==> src/rtl/natalius_imem_loader.sv <==
// Boot loader for the Natalius instruction SRAM: packs a host byte stream into
// words, writes them through port 0, optionally reads each back, then releases the core.
module natalius_imem_loader #(
   parameter int INST_W = 16,
   parameter int ADDR_W = 11,
   parameter int RD_LAT = 1
) (
   input  logic                  clk,
   input  logic                  rst,
   input  logic                  load_start,
   input  logic [ADDR_W-1:0]     load_base,
   input  logic [ADDR_W:0]       load_len,
   input  logic                  verify,
   input  logic                  abort,
   input  logic                  s_valid,
   output logic                  s_ready,
   input  logic [7:0]            s_data,
   output logic                  csb0,
   output logic                  web0,
   output logic [INST_W/8-1:0]   wmask0,
   output logic [ADDR_W-1:0]     addr0,
   output logic [INST_W-1:0]     din0,
   input  logic [INST_W-1:0]     dout0,
   output logic                  core_rst,
   output logic                  busy,
   output logic                  done,
   output logic                  err,
   output logic [ADDR_W-1:0]     err_addr
);
   localparam int BPW    = INST_W / 8;
   localparam int BCNT_W = (BPW > 1) ? $clog2(BPW) : 1;
   localparam int WAIT_W = (RD_LAT > 2) ? $clog2(RD_LAT - 1) : 1;
   localparam logic [BCNT_W-1:0] LAST_BYTE = BCNT_W'(BPW - 1);
   localparam logic [WAIT_W-1:0] WAIT_INIT = WAIT_W'((RD_LAT >= 2) ? RD_LAT - 2 : 0);

   typedef enum logic [2:0] {
      S_IDLE, S_COLLECT, S_WRITE, S_RDCMD, S_RDWAIT, S_CHECK
   } state_t;

   state_t              r_state;
   logic [ADDR_W-1:0]   r_base;
   logic [ADDR_W:0]     r_len;
   logic [ADDR_W:0]     r_idx;
   logic                r_verify;
   logic [BCNT_W-1:0]   r_bcnt;
   logic [WAIT_W-1:0]   r_wait;

   logic                w_accept;
   logic                w_mismatch;
   logic                w_word_end;
   logic                w_last_word;
   logic                w_err_now;

   assign w_accept    = s_valid & s_ready;
   assign w_mismatch  = (dout0 != din0);
   assign w_word_end  = ((r_state == S_WRITE) && !r_verify) || (r_state == S_CHECK);
   assign w_last_word = ((r_idx + (ADDR_W+1)'(1)) == r_len);
   // The last word's own mismatch must already count when deciding on core release.
   assign w_err_now   = err | ((r_state == S_CHECK) & w_mismatch);

   always_ff @(posedge clk or negedge rst) begin
      if (!rst) begin
         r_state  <= S_IDLE;
         r_base   <= '0;
         r_len    <= '0;
         r_idx    <= '0;
         r_verify <= 1'b0;
         r_bcnt   <= '0;
         r_wait   <= '0;
         s_ready  <= 1'b0;
         csb0     <= 1'b1;
         web0     <= 1'b1;
         wmask0   <= '0;
         addr0    <= '0;
         din0     <= '0;
         core_rst <= 1'b1;
         busy     <= 1'b0;
         done     <= 1'b0;
         err      <= 1'b0;
         err_addr <= '0;
      end else if (abort) begin
         r_state  <= S_IDLE;
         s_ready  <= 1'b0;
         csb0     <= 1'b1;
         web0     <= 1'b1;
         wmask0   <= '0;
         core_rst <= 1'b1;
         busy     <= 1'b0;
         done     <= 1'b0;
      end else begin
         case (r_state)
            S_IDLE: begin
               if (load_start) begin
                  r_base   <= load_base;
                  r_len    <= load_len;
                  r_verify <= verify;
                  r_idx    <= '0;
                  r_bcnt   <= '0;
                  err      <= 1'b0;
                  err_addr <= '0;
                  if (load_len == '0) begin
                     done     <= 1'b1;
                     core_rst <= 1'b0;
                  end else begin
                     done     <= 1'b0;
                     core_rst <= 1'b1;
                     busy     <= 1'b1;
                     s_ready  <= 1'b1;
                     r_state  <= S_COLLECT;
                  end
               end
            end
            S_COLLECT: begin
               if (w_accept) begin
                  for (int b = 0; b < BPW; b++) begin
                     if (r_bcnt == BCNT_W'(b)) din0[8*b +: 8] <= s_data;
                  end
                  if (r_bcnt == LAST_BYTE) begin
                     s_ready <= 1'b0;
                     csb0    <= 1'b0;
                     web0    <= 1'b0;
                     wmask0  <= '1;
                     addr0   <= r_base + r_idx[ADDR_W-1:0];
                     r_state <= S_WRITE;
                  end else begin
                     r_bcnt  <= r_bcnt + BCNT_W'(1);
                  end
               end
            end
            S_WRITE: begin
               web0   <= 1'b1;
               wmask0 <= '0;
               csb0   <= ~r_verify;
               if (r_verify) r_state <= S_RDCMD;
            end
            S_RDCMD: begin
               csb0 <= 1'b1;
               if (RD_LAT > 1) begin
                  r_wait  <= WAIT_INIT;
                  r_state <= S_RDWAIT;
               end else begin
                  r_state <= S_CHECK;
               end
            end
            S_RDWAIT: begin
               if (r_wait == '0) r_state <= S_CHECK;
               else              r_wait  <= r_wait - WAIT_W'(1);
            end
            S_CHECK: begin
               if (w_mismatch && !err) begin
                  err      <= 1'b1;
                  err_addr <= addr0;
               end
            end
            default: r_state <= S_IDLE;
         endcase

         if (w_word_end) begin
            r_idx <= r_idx + (ADDR_W+1)'(1);
            if (w_last_word) begin
               r_state  <= S_IDLE;
               busy     <= 1'b0;
               done     <= 1'b1;
               core_rst <= w_err_now;
            end else begin
               r_bcnt   <= '0;
               s_ready  <= 1'b1;
               r_state  <= S_COLLECT;
            end
         end
      end
   end
endmodule
==> config.mk <==
export PLATFORM = sky130hd
export DESIGN_NAME = natalius_imem_loader
export DESIGN_NICKNAME = d
export VERILOG_FILES = /design/src/rtl/natalius_imem_loader.sv
export SDC_FILE = /design/constraint.sdc
export NUM_CORES = 1
export LEC_CHECK = 0
export CAP_MARGIN = 25
export CORE_MARGIN = 2
export CORE_UTILIZATION = 55
export DETAILED_ROUTE_END_ITERATION = 16
export MAX_ROUTING_LAYER = met4
export PLACE_DENSITY_LB_ADDON = 0.15
export SLEW_MARGIN = 25
export SYNTH_ARGS = -nofsm -noshare
export SYNTH_HDL_FRONTEND = slang
export SYNTH_SLANG_ARGS = --single-unit
export TNS_END_PERCENT = 5
==> constraint.sdc <==
create_clock -name clk -period 6.7 [get_ports clk]
set_clock_uncertainty 0.2 [all_clocks]
set_input_delay 1.34 -clock clk [delete_from_list [all_inputs] [get_ports clk]]
set_output_delay 1.34 -clock clk [all_outputs]
set_load 0.02 [all_outputs]
==> results.json <==
{
  "num_rows": 33,
  "combPwrFrac_pct": 23.7,
  "critical_path.top_delay_family": "simple AND/OR/NAND/NOR gates",
  "power_frac_seq_pct": 51.0,
  "die-area_sq_mm": 0.00910,
  "io_pins": 100,
  "switching_power_uw": 371,
  "hold_path_depth": 2,
  "via_per_inst": 5.61,
  "ys_warn_count": 0,
  "power.total_mw": 1.23,
  "hold_viol_final": 0,
  "routabilityCongestion": 0.896,
  "cts_max_path_buffers": 2,
  "dp_hpwl_um": 7930,
  "coreArea_sq_mm": 0.00813,
  "cpPeakStageDelay_ps": 710,
  "final_cells": 687,
  "fin_hold_ws_ps": 295,
  "antenna_found_initial": 0,
  "final_nets": 643,
  "final_cell_area_sq_mm": 0.00578,
  "cts_hold_buf": 0,
  "worstPathRequired_ps": 6740,
  "fmax_mhz": 272,
  "grt_usage_pct": 25.7,
  "maxCapViolations": 0,
  "fp.dieW_um": 95.4,
  "synthToLayoutAreaGrowth_pct": 25.9,
  "first_pass_iters": 4,
  "wl_um": 10700,
  "ys_async_sr_fraction_pct": 100,
  "root_buffer": "clkbuf_8",
  "slew_headroom_pct": 40.2,
  "dr.first_iter.drc_count": 171,
  "finalCritPeriodShare_pct": 54.9,
  "via_count": 3856,
  "hp-class": "reg -> reg",
  "synth_cell_types": 57,
  "drcViolationCount": 0,
  "fill_cells": 639,
  "pwr-share-clk_pct": 25.3,
  "drive_above_1_share_pct": 7.56,
  "die_h_um": 95.4,
  "grt_start_max_net_pins": 53,
  "irDropWorstVdd_mv": 0.137,
  "grt_pass1_vias": 3700,
  "dpl-instance-area_sq_mm": 0.00562,
  "cts_max_level": 3,
  "worstSkewPairLatency_ps": 350,
  "clk_pin_slew_worst_paths_ps": 80,
  "seqCellArea_sq_mm": 0.00216,
  "finalSetupViolCount": 0,
  "path_cells": "clkdlybuf4s50_1 -> nor4b_2 -> nand2_1 -> mux2_2",
  "placed_cells_incl_taps": 672,
  "reg2regPathDepth": 8,
  "synthesis.nets": 557,
  "cp.depth": 4,
  "grt_pass1_wl_um": 17500,
  "routedWlPerCell_um": 15.6,
  "ant_nets": 0,
  "post-route-util_pct": 71.1,
  "portBuffers": 99,
  "cts_tree": "done",
  "critPathArrivalTime_ps": 3710,
  "rsz0062_at_grt": "false",
  "ys_seq_area_share_pct": 46.9,
  "synth.avg_cell_area_sq_um": 9.33,
  "multi_input_area_sq_mm": 0.00226,
  "internal-power_uw": 859,
  "route.met2.wl_um": 5250,
  "overflow": 0,
  "critPathLaunchType": "primary input",
  "place_ws_ps": 2630,
  "report.final.slew_viol_count": 0,
  "synth.cell_area_sq_mm": 0.00459,
  "clock-sinks": 86,
  "initial_core_util_pct": 56.5,
  "path_buf_inv": 1,
  "yosys-top-cells-area": "dfrtp_1, nand2_1, xor2_1",
  "synth-main-ff-cell": "dfrtp_1",
  "synth_edf_count": 0,
  "fin_ws_ps": 3020,
  "switching_share_pct": 30.2,
  "status": "complete, no violations",
  "min_period_ps": 3680,
  "crit_type": "in -> reg",
  "diodes": 0,
  "crit_path_end_kind": "flip-flop",
  "power_density_mw_per_mm2": 213,
  "wl_met3_um": 606,
  "p_leak_nw": 2.59,
  "post_cts_resized": 0,
  "cts_made_buffers": 9,
  "synthCells": 492,
  "synth_top_area_share_pct": 45.2,
  "cp_max_fo": 28,
  "synth-seq-cells": 86,
  "cp_slowest_cell": "clkdlybuf4s50_1",
  "met1Wirelength_um": 4640,
  "yosysTopAreaCell": "dfrtp_1",
  "worst_slew_pin_slew_ps": 895,
  "postCtsSetupBuffers": 0,
  "top_layer": "met4",
  "final.setup.tns_ps": 0
}
-- power by group through the flow --
stage	clock network [mW]	logic [mW]	registers, mW
finish	0.311	0.291	0.627
global route	0.344	0.320	0.636
CTS	0.315	0.293	0.627
detailed placement	0	0.292	0.637
global placement	0	0.280	0.635
floorplan	0	0.138	0.655
-- worst reg2reg max path: stages (launching register included) --
cell and delay [ps]:
dfrtp_1 490, ha_1 270, fa_1 410, a21oi_1 240, o21ai_0 170, a2111oi_0 590
o31ai_1 200, xnor2_1 180, o21ai_0 90
-- final cells by class --
type | count | area share, %
multi-input cells | 364 | 39.1
flip-flops and latches | 86 | 37.3
repair buffers | 101 | 17.6
clock buffers | 12 | 2.34
well taps | 105 | 2.27
inverters | 16 | 1.04
clock inverters | 3 | 0.390
-- placed cells by master, fill, tap and decap left out, drive strengths merged, types with 3 or more instances in the layout --
cell type,instances
dfstp,3
buf,3
and3,4
a21oi,16
xnor2,15
inv,16
o31ai,7
xor2,27
a31oi,3
and2,4
nor2,25
ha,11
nor3,8
clkinv,3
dfrtp,83
nand2,98
o21ai,39
or2,3
mux2,18
nand4,7
a21o,3
clkdlybuf4s50,98
clkbuf,12
nand3,23
mux2i,3
nand2b,3
nor4,9
-- per-layer routing --
metal	vias up	GRT usage, %
li1	1878	-
met1	1848	32.8
met2	112	42.0
met3	18	3.72
met4	0	9.17
met5	-	-
-- registers in the layout, indices dropped and copies added, names as in the netlist, 3 cells and up --
register,cells
r_state,3
err_addr,11
r_len,12
addr0,11
din0,16
r_base,11
r_idx,12
-- cell usage after synthesis (all sizes together) (3+ instances only) --
master	n
buf	9
xnor2	15
nand2	98
mux2i	3
nand2b	3
o31ai	7
and3	4
xor2	27
o21ai	39
clkbuf	17
ha	11
or2	3
nor3	8
nand3	23
nor2	25
a21oi	16
and2	4
a21o	3
nor4	9
dfrtp	83
inv	16
a31oi	3
mux2	18
nand4	7
dfstp	3
-- logic make-up after synthesis --
logic type               Yosys count  share of synthesized area, %
adder cells (fa/ha/maj)           12                          3.43
AND/OR/NAND/NOR                  199                          20.3
AO/OA/AOI/OAI                     90                          12.4
XOR/XNOR                          42                          8.01
multiplexers                      21                          5.07
buffers and inverters             42                          3.87
flip-flops                        86                          46.9
-- path summary, 6_finish.rpt --
path,slack [ps],start,end
max,3020,abort,din0[11]$_DFFE_PN0P_
min,290,r_base[8]$_DFFE_PN0P_,r_base[8]$_DFFE_PN0P_
max reg2reg,3720,r_idx[0]$_DFFE_PN0P_,addr0[10]$_DFFE_PN0P_
min reg2reg,290,r_base[8]$_DFFE_PN0P_,r_base[8]$_DFFE_PN0P_
max in group asynchronous,4800,rst,web0$_DFFE_PN1P_
min in group asynchronous,820,rst,err_addr[6]$_DFFE_PN0P_
(Power assumes the default switching activity.)
